--- src/rtl/spi_rxbuf_if.sv ---
`default_nettype none
// ============================================================================
// Module      : spi_rxbuf_if
// Description : Bundle between the SPI receive core / register-DMA side and
//               the spi_rxbuf post-processing stage. The slave modport is the
//               buffer's view. The master modport is the view of whatever
//               drives it.
// Revision    : 1.0 - initial release
// ============================================================================
interface spi_rxbuf_if #(
    parameter int AW = 3
);
    // Frame side, from the receive core and its configuration
    logic [1:0]  df;
    logic        crc_en;
    logic [31:0] spi_rx_data;
    logic        rx_busy;
    logic        rx_num_max_en;
    logic [31:0] rx_crc_data_out;

    // Register / DMA side
    logic        sw_clr;
    logic        rd_en;
    logic [31:0] rd_data;
    logic        rx_empty;
    logic        rx_full;
    logic [AW:0] rx_cnt;
    logic        ovr_err;
    logic        udr_err;
    logic        crc_err;
    logic        xfer_done;

    modport master (
        output df, crc_en, spi_rx_data, rx_busy, rx_num_max_en,
               rx_crc_data_out, sw_clr, rd_en,
        input  rd_data, rx_empty, rx_full, rx_cnt, ovr_err, udr_err,
               crc_err, xfer_done
    );

    modport slave (
        input  df, crc_en, spi_rx_data, rx_busy, rx_num_max_en,
               rx_crc_data_out, sw_clr, rd_en,
        output rd_data, rx_empty, rx_full, rx_cnt, ovr_err, udr_err,
               crc_err, xfer_done
    );
endinterface
`default_nettype wire

--- src/rtl/spi_rxbuf.sv ---
`default_nettype none
// ============================================================================
// Module      : spi_rxbuf
// Description : Receive post-processing stage. It detects frame completion
//               on the falling edge of rx_busy and masks the data to the
//               frame width. Data frames go into a first-word-fall-through
//               FIFO. An optional trailing CRC frame is checked against the
//               CRC computed by the core. Sticky error flags and an
//               end-of-transfer pulse are also produced.
// Revision    : 1.0 - initial release
// ============================================================================
module spi_rxbuf #(
    parameter int DEPTH = 8,
    parameter int AW    = 3
) (
    input  logic         clk_rx,
    input  logic         spi_rx_rstn,
    spi_rxbuf_if.slave   bus
);

    typedef enum logic [1:0] {
        ST_DATA = 2'd0,
        ST_CRC  = 2'd1,
        ST_DONE = 2'd2
    } state_t;

    localparam logic [AW:0] c_ptr_one = {{AW{1'b0}}, 1'b1};

    // Keep only the active frame width; the reserved code behaves as 32 bits.
    function automatic logic [31:0] f_mask(input logic [1:0] width, input logic [31:0] value);
        logic [31:0] res;
        unique case (width)
            2'b00:   res = {24'h0, value[7:0]};
            2'b01:   res = {16'h0, value[15:0]};
            default: res = value;
        endcase
        return res;
    endfunction

    // ------------------------------------------------------------------
    // State
    // ------------------------------------------------------------------
    state_t      r_state_q,     w_state_d;
    logic [AW:0] r_wptr_q,      w_wptr_d;
    logic [AW:0] r_rptr_q,      w_rptr_d;
    logic        r_busy_dly_q,  w_busy_dly_d;
    logic [31:0] r_crc_snap_q,  w_crc_snap_d;
    logic        r_ovr_err_q,   w_ovr_err_d;
    logic        r_udr_err_q,   w_udr_err_d;
    logic        r_crc_err_q,   w_crc_err_d;
    logic        r_xfer_done_q, w_xfer_done_d;

    logic [31:0] r_mem [DEPTH];

    // ------------------------------------------------------------------
    // Derived conditions
    // ------------------------------------------------------------------
    logic        w_fc;
    logic        w_rise;
    logic [31:0] w_data_m;
    logic [31:0] w_crc_m;
    logic        w_empty;
    logic        w_full;
    logic        w_push_req;
    logic        w_pop_ok;
    logic        w_push_ok;
    logic        w_mem_we;

    assign w_fc     = r_busy_dly_q & ~bus.rx_busy;
    assign w_rise   = ~r_busy_dly_q & bus.rx_busy;
    assign w_data_m = f_mask(bus.df, bus.spi_rx_data);
    assign w_crc_m  = f_mask(bus.df, bus.rx_crc_data_out);

    assign w_empty  = (r_wptr_q == r_rptr_q);
    assign w_full   = (r_wptr_q[AW] != r_rptr_q[AW]) &&
                      (r_wptr_q[AW-1:0] == r_rptr_q[AW-1:0]);

    // Every completed frame is data except the one expected to carry the CRC.
    assign w_push_req = w_fc && (r_state_q != ST_CRC);
    assign w_pop_ok   = bus.rd_en && !w_empty;
    // When full, a same-cycle valid pop frees the slot being written.
    assign w_push_ok  = w_push_req && (!w_full || w_pop_ok);
    assign w_mem_we   = w_push_ok && !bus.sw_clr;

    // Next-state logic for pointers, flags and the frame sequencer
    always_comb begin
        w_state_d     = r_state_q;
        w_wptr_d      = r_wptr_q;
        w_rptr_d      = r_rptr_q;
        w_busy_dly_d  = bus.rx_busy;
        w_crc_snap_d  = r_crc_snap_q;
        w_ovr_err_d   = r_ovr_err_q;
        w_udr_err_d   = r_udr_err_q;
        w_crc_err_d   = r_crc_err_q;
        w_xfer_done_d = 1'b0;

        if (bus.sw_clr) begin
            w_state_d    = ST_DATA;
            w_wptr_d     = '0;
            w_rptr_d     = '0;
            w_busy_dly_d = 1'b0;
            w_crc_snap_d = '0;
            w_ovr_err_d  = 1'b0;
            w_udr_err_d  = 1'b0;
            w_crc_err_d  = 1'b0;
        end else begin
            if (w_pop_ok) begin
                w_rptr_d = r_rptr_q + c_ptr_one;
            end
            if (w_push_ok) begin
                w_wptr_d = r_wptr_q + c_ptr_one;
            end
            if (w_push_req && !w_push_ok) begin
                w_ovr_err_d = 1'b1;
            end
            if (bus.rd_en && w_empty) begin
                w_udr_err_d = 1'b1;
            end

            unique case (r_state_q)
                ST_DATA: begin
                    if (w_fc && bus.rx_num_max_en) begin
                        if (bus.crc_en) begin
                            w_crc_snap_d = w_crc_m;
                            w_state_d    = ST_CRC;
                        end else begin
                            w_xfer_done_d = 1'b1;
                            w_state_d     = ST_DONE;
                        end
                    end
                end
                ST_CRC: begin
                    if (w_fc) begin
                        if (w_data_m != r_crc_snap_q) begin
                            w_crc_err_d = 1'b1;
                        end
                        w_xfer_done_d = 1'b1;
                        w_state_d     = ST_DONE;
                    end
                end
                ST_DONE: begin
                    // A frame finishing here is an ordinary data frame. It was
                    // already pushed through w_push_req.
                    if (w_fc || w_rise) begin
                        w_state_d = ST_DATA;
                    end
                end
                default: begin
                    w_state_d = ST_DATA;
                end
            endcase
        end
    end

    // Register all control state; async reset returns everything to idle
    always_ff @(posedge clk_rx or negedge spi_rx_rstn) begin
        if (!spi_rx_rstn) begin
            r_state_q     <= ST_DATA;
            r_wptr_q      <= '0;
            r_rptr_q      <= '0;
            r_busy_dly_q  <= 1'b0;
            r_crc_snap_q  <= '0;
            r_ovr_err_q   <= 1'b0;
            r_udr_err_q   <= 1'b0;
            r_crc_err_q   <= 1'b0;
            r_xfer_done_q <= 1'b0;
        end else begin
            r_state_q     <= w_state_d;
            r_wptr_q      <= w_wptr_d;
            r_rptr_q      <= w_rptr_d;
            r_busy_dly_q  <= w_busy_dly_d;
            r_crc_snap_q  <= w_crc_snap_d;
            r_ovr_err_q   <= w_ovr_err_d;
            r_udr_err_q   <= w_udr_err_d;
            r_crc_err_q   <= w_crc_err_d;
            r_xfer_done_q <= w_xfer_done_d;
        end
    end

    // FIFO storage; contents past the pointers are never observed, so no reset
    always_ff @(posedge clk_rx) begin
        if (w_mem_we) begin
            r_mem[r_wptr_q[AW-1:0]] <= w_data_m;
        end
    end

    // ------------------------------------------------------------------
    // Outputs
    // ------------------------------------------------------------------
    assign bus.rd_data   = w_empty ? 32'h0 : r_mem[r_rptr_q[AW-1:0]];
    assign bus.rx_empty  = w_empty;
    assign bus.rx_full   = w_full;
    assign bus.rx_cnt    = r_wptr_q - r_rptr_q;
    assign bus.ovr_err   = r_ovr_err_q;
    assign bus.udr_err   = r_udr_err_q;
    assign bus.crc_err   = r_crc_err_q;
    assign bus.xfer_done = r_xfer_done_q;

endmodule
`default_nettype wire
--- src/flat_wrapper.sv ---
// flat-port wrapper written by rule: the top's interface ports become plain ports
module spi_rxbuf_flat 
#(
    parameter int DEPTH = 8,
    parameter int AW    = 3
)
  (clk_rx, spi_rx_rstn, bus_df, bus_crc_en, bus_spi_rx_data, bus_rx_busy, bus_rx_num_max_en, bus_rx_crc_data_out, bus_sw_clr, bus_rd_en, bus_rd_data, bus_rx_empty, bus_rx_full, bus_rx_cnt, bus_ovr_err, bus_udr_err, bus_crc_err, bus_xfer_done);
  spi_rxbuf_if #(.AW(AW)) bus_i ();
  input  logic clk_rx;
  input  logic spi_rx_rstn;
  input wire logic [$bits(bus_i.df)-1:0] bus_df;
  input wire logic [$bits(bus_i.crc_en)-1:0] bus_crc_en;
  input wire logic [$bits(bus_i.spi_rx_data)-1:0] bus_spi_rx_data;
  input wire logic [$bits(bus_i.rx_busy)-1:0] bus_rx_busy;
  input wire logic [$bits(bus_i.rx_num_max_en)-1:0] bus_rx_num_max_en;
  input wire logic [$bits(bus_i.rx_crc_data_out)-1:0] bus_rx_crc_data_out;
  input wire logic [$bits(bus_i.sw_clr)-1:0] bus_sw_clr;
  input wire logic [$bits(bus_i.rd_en)-1:0] bus_rd_en;
  output wire logic [$bits(bus_i.rd_data)-1:0] bus_rd_data;
  output wire logic [$bits(bus_i.rx_empty)-1:0] bus_rx_empty;
  output wire logic [$bits(bus_i.rx_full)-1:0] bus_rx_full;
  output wire logic [$bits(bus_i.rx_cnt)-1:0] bus_rx_cnt;
  output wire logic [$bits(bus_i.ovr_err)-1:0] bus_ovr_err;
  output wire logic [$bits(bus_i.udr_err)-1:0] bus_udr_err;
  output wire logic [$bits(bus_i.crc_err)-1:0] bus_crc_err;
  output wire logic [$bits(bus_i.xfer_done)-1:0] bus_xfer_done;
  assign bus_i.df = bus_df;
  assign bus_i.crc_en = bus_crc_en;
  assign bus_i.spi_rx_data = bus_spi_rx_data;
  assign bus_i.rx_busy = bus_rx_busy;
  assign bus_i.rx_num_max_en = bus_rx_num_max_en;
  assign bus_i.rx_crc_data_out = bus_rx_crc_data_out;
  assign bus_i.sw_clr = bus_sw_clr;
  assign bus_i.rd_en = bus_rd_en;
  assign bus_rd_data = bus_i.rd_data;
  assign bus_rx_empty = bus_i.rx_empty;
  assign bus_rx_full = bus_i.rx_full;
  assign bus_rx_cnt = bus_i.rx_cnt;
  assign bus_ovr_err = bus_i.ovr_err;
  assign bus_udr_err = bus_i.udr_err;
  assign bus_crc_err = bus_i.crc_err;
  assign bus_xfer_done = bus_i.xfer_done;
  spi_rxbuf #(.DEPTH(DEPTH), .AW(AW)) u_core (.clk_rx(clk_rx), .spi_rx_rstn(spi_rx_rstn), .bus(bus_i));
endmodule
--- config.mk ---
export PLATFORM = sky130hd
export DESIGN_NAME = spi_rxbuf_flat
export DESIGN_NICKNAME = d
export VERILOG_FILES = /design/src/rtl/spi_rxbuf_if.sv /design/src/rtl/spi_rxbuf.sv /design/src/flat_wrapper.sv
export SDC_FILE = /design/constraint.sdc
export NUM_CORES = 1
export LEC_CHECK = 0
export BUFFER_PORTS_ARGS = -buffer_cell sky130_fd_sc_hd__buf_2
export CAP_MARGIN = 20
export CORE_UTILIZATION = 45
export CTS_BUF_LIST = sky130_fd_sc_hd__clkbuf_16
export DETAILED_ROUTE_END_ITERATION = 8
export HOLD_SLACK_MARGIN = 0.08
export PLACE_DENSITY = 0.74
export REMOVE_ABC_BUFFERS = 1
export SYNTH_ARGS = -nofsm -noshare
export SYNTH_HDL_FRONTEND = slang
export SYNTH_SLANG_ARGS = --single-unit
--- constraint.sdc ---
create_clock -name clk_rx -period 5.5 [get_ports clk_rx]
set_input_delay 0.55 -clock clk_rx [delete_from_list [all_inputs] [get_ports clk_rx]]
set_output_delay 0.55 -clock clk_rx [all_outputs]
set_load 0.01 [all_outputs]
==> flow_metrics.py, run 1 <==
metrics = {
    "worst_setup_path": {
        "crit_path_start": "u_core.r_rptr_q[0]",
        "cp_top_family": "buffers and inverters",
        "crit_end": "bus_rd_data[22]",
        "path_class": "reg2out",
        "regToRegSetupSlack_ps": 2430,
        "cp_slowest_cell": "dfrtp_4",
        "startpoint_type": "flop",
        "required_ps": 4950,
        "rr_endpoint": "u_core.r_mem[5][31]",
        "end_kind": "output port",
        "worstRegToRegCells": 6,
        "worst-path-buf-inv": 3,
        "reg2reg_from": "u_core.r_rptr_q[0]",
        "path_cells": "ha_1 > nand4_1 > clkinv_1 > buf_4 > a21oi_1 > buf_2",
        "critPathMaxStageDelay_ps": 770,
        "critPathArrivalTime_ps": 3110,
        "cp.depth": 6,
        "worst-path-max-fanout": 26,
    },
    "synth": {
        "yosys-top-cells-count": "edfxtp_1 (256), nand2_1 (71), mux4_2 (64), dfrtp_1 (47), a21oi_1 (38)",
        "yosysMostFrequentCell": "edfxtp_1",
        "syn_area_per_cell_um2": 17.1,
        "ys_seq_area_share_pct": 70.4,
        "synthTopCellsByArea": "edfxtp_1 (61%), mux4_2 (11%), dfrtp_1 (9.3%)",
        "synth_edf_count": 256,
        "yosysTopAreaCell": "edfxtp_1",
        "ys_ff_latch": 303,
        "netlist.area_leader.share_pct": 61.1,
        "synth_cells": 738,
        "synth_warnings": 0,
        "yosys.cell_types.count": 60,
        "synth-main-ff-cell": "edfxtp_1",
        "syn-cell-area_um2": 12600,
        "synthArstFlopShare_pct": 15.5,
    },
    "sta": {
        "setup_viol": 0,
        "skew_ps": 8.53,
        "fin_crit_ps": 3660,
        "post-route-period-util_pct": 66.5,
        "final_max_slew_viol_count": 0,
        "slew-limit-headroom_pct": 30.7,
        "timing.fmax_mhz": 274,
        "setup_tns_ps": 0,
        "worst_pin_slew_ps": 1040,
        "final-hold-violation-count": 0,
        "rsz0062_at_grt": "no",
    },
    "global_routing": {
        "gr-total-overflow": 0,
        "antenna_found_initial": 1,
        "grt.total_usage_pct": 20.4,
        "grt_pass1_wl_um": 43200,
        "grt_pass1_vias": 6975,
        "grt_max_degree": 69,
    },
    "hold_path": {
        "hold_class": "in2async",
    },
    "power": {
        "pwr_density_cell_nw_per_um2": 342,
        "vdd_ir_drop_max_uv": 202,
        "leakagePower_uw": 0.00518,
    },
    "floorplanning": {
        "die_w_um": 169,
        "io_pins": 115,
        "dieArea_um2": 28600,
        "die_height_um": 169,
        "num_rows": 60,
        "start_util_pct": 46.3,
        "core-area_um2": 27200,
    },
    "placed_design": {
        "place_area_um2": 13600,
        "port_buffers": 114,
        "dp_hpwl_um": 17100,
        "place_inst": 1203,
        "gp_congestion": 0.865,
    },
    "clocking": {
        "numCtsBuffers": 29,
        "holdBufCountCts": 0,
        "ctsResizeCount": 0,
        "clock_path_buffers": 3,
        "cts_htree_levels": 1,
        "clk_pin_slew_ps": 70,
        "clock_latency_ps": 530,
        "cts_tree": "yes",
        "cts_sinks": 303,
        "clockRootBuffer": "clkbuf_16",
        "postCtsSetupBuffers": 0,
    },
    "final_layout": {
        "finalNonFillerCells": 1258,
        "fin_util_pct": 53.7,
        "num_antenna_cells": 0,
        "final_nets": 944,
        "synthToLayoutAreaGrowth_pct": 15.9,
        "stdcell_area_um2": 14600,
        "drive_above_1_share_pct": 29.8,
    },
    "route": {
        "drt_iter0_markers": 869,
        "wire_per_inst_um": 22.9,
        "routed_wl_um": 28800,
        "ant_nets": 0,
        "dr_total_vias": 7127,
        "dr.pass1.iters": 7,
        "drc_errors": 0,
        "vias_per_cell": 5.67,
    },
    "outcome": {
        "status": "complete, no violations",
    },
    "job": {
        "drv_cap": 0,
    },
}
-- metal layers --
metal / up-vias / routed length [um] / track usage [%]
met1: 3649 / 12400 / 30.3
met5: - / 8 / 0
met2: 304 / 13600 / 32.0
met3: 38 / 2260 / 3.08
met4: 2 / 514 / 4.54
li1: 3134 / - / -
-- how the worst min path moves through the flow --
stage / startpoint / to / slack (ps) / cells past startpoint
floorplan: spi_rx_rstn / u_core.bus.crc_err / 250 / 0
global placement: u_core.r_crc_snap_q[15] / u_core.r_crc_snap_q[15] / 490 / 1
detailed placement: u_core.r_crc_snap_q[15] / u_core.r_crc_snap_q[15] / 500 / 1
CTS: spi_rx_rstn / u_core.bus.ovr_err / 130 / 2
global route: spi_rx_rstn / u_core.bus.ovr_err / 160 / 2
finish: spi_rx_rstn / u_core.bus.ovr_err / 120 / 2
-- sequential cells by signal, indices dropped and copies added (netlist names) --
register / cells
u_core.bus.crc_err: 1
u_core.bus.ovr_err: 1
u_core.r_crc_snap_q: 32
u_core.r_wptr_q: 4
u_core.r_state_q: 2
u_core.r_rptr_q: 4
u_core.r_busy_dly_q: 1
u_core.bus.udr_err: 1
u_core.r_mem: 256
u_core.bus.xfer_done: 1
-- cell usage in the layout (no fill, tap or decap), types with 16 or more instances in the layout --
cell type,netlist,layout
edfxtp_1,256,256
buf_2,9,114
nand2_1,71,71
mux4_2,64,64
dfrtp_1,47,45
a21oi_1,38,38
clkbuf_16,0,29
nor2_1,29,28
inv_1,23,26
a22o_1,25,25
xnor2_1,18,18
buf_4,5,16
-- final cells by class --
| class | instances | area, um2 |
|---|---|---|
| clock buffer | 29 | 726 |
| clock inverter | 24 | 245 |
| fill | 2196 | 12600 |
| inverter | 25 | 93.8 |
| multi-input combinational | 373 | 3480 |
| sequential | 303 | 8870 |
| tap | 372 | 465 |
| timing repair buffer | 132 | 717 |
-- power by group --
part / switching, uW / total, uW / internal (uW)
clock: 826 / 2020 / 1190
sequential: 23.7 / 2530 / 2510
combinational: 253 / 446 / 194
-- stage by stage --
step                      setup slack [ps]  total power (uW)  hold WS [ps]
after CTS                             1780              5030           131
after detailed placement              2350              3030           501
after global routing                  1620              5150           161
after global placement                2370              3020           489
final                                 1840              4990           119
after floorplan                      -1590              2850           254
-- cells by family after synthesis --
logic type | share of synthesized area (%)
compound gates | 5.81
mux | 12.2
fa+ha+maj | 0.755
flops | 70.4
xor+xnor | 1.52
buf+inv | 2.27
simple gates | 7.00
Power figures use the tool's default switching activity.
==> run 2, diff against run 1 <==
==> constraint.sdc (replaced) <==
create_clock -name clk_rx -period 3.2 [get_ports clk_rx]
set_input_delay 0.32 -clock clk_rx [delete_from_list [all_inputs] [get_ports clk_rx]]
set_output_delay 0.32 -clock clk_rx [all_outputs]
set_load 0.01 [all_outputs]
==> run 2 against run 1 <==
  * Power rose by 73%
  * Worst setup slack got worse by 1500 ps
  * Global-route usage increased by 0.35 points
  * Clock skew increased by 1.4 ps
  * Clock power grew 72%
  * Routed wire length increased by 0.69%
  * Hold slack worse by 10 ps
  * Critical path depth fell by 1
  * Core utilization grew 1.5 points
  * Sequential share of layout area down 1.7 points
  * Sequential cell count unchanged
==> flow_metrics.py, run 2 (synthesis results as in run 1) <==
metrics = {
    "job": {
        "drv_cap": 0,
    },
    "global_routing": {
        "grt.total_usage_pct": 20.7,
        "grt_util_met3_pct": 4.17,
        "top_usage_layer": "met2",
        "grt_pass1_vias": 7447,
        "grt_pass1_wl_um": 44200,
        "gr-total-overflow": 0,
        "grt_max_degree": 69,
        "met1_usage_pct": 29.4,
        "antenna_found_initial": 1,
        "grtUsageMet2_pct": 33.1,
    },
    "placed_design": {
        "gp_congestion": 0.794,
        "port_buffers": 114,
        "post-place-ws_ps": 506,
        "dp_hpwl_um": 17900,
    },
    "sta": {
        "fin_hold_ws_ps": 109,
        "setup_tns_ps": 0,
        "fin_crit_ps": 2890,
        "post-route-period-util_pct": 90.4,
        "worst_pin_slew_ps": 975,
        "setup_viol": 0,
        "slew-limit-headroom_pct": 35.0,
        "timing.fmax_mhz": 346,
        "setup_slack_ps": 308,
        "final-hold-violation-count": 0,
        "rsz0062_at_grt": "no",
        "skew_ps": 9.96,
        "final_max_slew_viol_count": 0,
    },
    "floorplanning": {
        "die_height_um": 169,
        "dieArea_um2": 28600,
        "io_pins": 115,
        "core-area_um2": 27200,
        "die_w_um": 169,
        "start_util_pct": 46.3,
        "num_rows": 60,
    },
    "power": {
        "p_switching_uw": 1900,
        "pwr_density_cell_nw_per_um2": 575,
        "combPwrFrac_pct": 9.8,
        "vdd_ir_drop_max_uv": 417,
        "leakagePower_uw": 0.00535,
        "power_frac_clock_pct": 40.2,
        "intPower_uw": 6730,
        "sw_frac_of_total_pct": 22.0,
        "power_frac_seq_pct": 50.1,
    },
    "final_layout": {
        "layout_common_cells": "edfxtp_1 (256), buf_2 (114), nand2_1 (71)",
        "drive_above_1_share_pct": 28.9,
        "largest_register_ffs": 256,
        "fin_util_pct": 55.2,
        "layout_commonest_cell": "edfxtp_1",
        "final.fill_count": 2123,
        "synthToLayoutAreaGrowth_pct": 19.2,
        "final_nets": 983,
    },
    "worst_setup_path": {
        "cp_slowest_cell": "buf_4",
        "critPathMaxStageDelay_ps": 740,
        "required_ps": 2880,
        "startpoint_type": "flop",
        "end_kind": "output port",
        "worst-path-max-fanout": 68,
        "path_cells": "buf_4 > mux4_2 > nand2_1 > a21oi_1 > buf_2",
        "cp_top_family": "buffers and inverters",
        "worst-path-buf-inv": 2,
        "critPathArrivalTime_ps": 2570,
        "path_class": "reg2out",
    },
    "clocking": {
        "cts_sinks": 303,
        "cts_htree_levels": 1,
        "clock_latency_ps": 530,
        "clk_pin_slew_ps": 60,
        "cts_tree": "yes",
        "clock_path_buffers": 3,
        "clockRootBuffer": "clkbuf_16",
        "numCtsBuffers": 29,
        "postCtsSetupBuffers": 0,
    },
    "outcome": {
        "status": "complete, no violations",
    },
    "route": {
        "ant_nets": 0,
        "routed_wl_um": 28900,
        "drt_iter0_markers": 724,
        "dr.pass1.iters": 5,
        "drc_errors": 0,
        "dr_total_vias": 7271,
        "wire_per_inst_um": 22.3,
        "vias_per_cell": 5.60,
    },
    "hold_path": {
        "hold_class": "in2reg",
    },
}
==> run 2: path summary, 6_finish.rpt <==
| check | cells past startpoint | slack (ps) | from | end |
|---|---|---|---|---|
| setup / recovery | 5 | 310 | u_core.r_rptr_q[1] | bus_rd_data[16] |
| hold / removal | 1 | 110 | bus_spi_rx_data[5] | u_core.r_mem[4][5] |
| setup reg to reg | 6 | 460 | u_core.r_wptr_q[2] | u_core.r_mem[3][19] |
| hold reg to reg | 2 | 510 | u_core.bus.udr_err | u_core.bus.udr_err |
| max in group asynchronous | 3 | 2010 | spi_rx_rstn | u_core.r_crc_snap_q[9] |
| min in group asynchronous | 2 | 410 | spi_rx_rstn | u_core.r_crc_snap_q[7] |
==> run 2: worst reg2reg max path, cell delays in order (launching register included) <==
cell	delay [ps]
dfrtp_1	550
ha_1	360
nand3_1	210
o311ai_4	160
or3_1	470
nor3_2	150
buf_4	460
==> run 2: cell type report <==
type                       instances  area [um2]  area share [%]
multi-input combinational        373        3480            23.2
antenna                            1        2.50          0.0167
inverter                          25        93.8           0.625
tap                              372         465            3.10
sequential                       303        8870            59.1
clock inverter                    24         245            1.63
timing repair buffer             171        1130            7.53
clock buffer                      29         726            4.83
==> run 2: power by group through the flow <==
stage / Sequential (uW) / Combinational [uW] / Clock, uW
final: 4320 / 842 / 3470
after global routing: 4320 / 914 / 3670
after CTS: 4320 / 852 / 3520
after detailed placement: 4400 / 814 / 0
after global placement: 4400 / 805 / 0
after floorplan: 4460 / 431 / 0
==> run 2: what timing repair did <==
item	CTS	global route
resized for setup	0	0
endpoints found under the hold margin	71	0
hold buffers	35	0
==> run 2: layer usage <==
layer  wire (um)  vias to the layer above
li1            -                     3210
met1       12300                     3705
met2       13900                      324
met3        2330                       32
met4         473                        0
met5           0                        -
==> run 2: metrics by stage <==
stage	instance area [um2]	std cells	total power, uW
after floorplan	12400	701	4890
after global placement	13700	1208	5210
after detailed placement	13700	1208	5220
after CTS	15000	1296	8690
after global routing	15000	1297	8900
final	15000	1298	8630
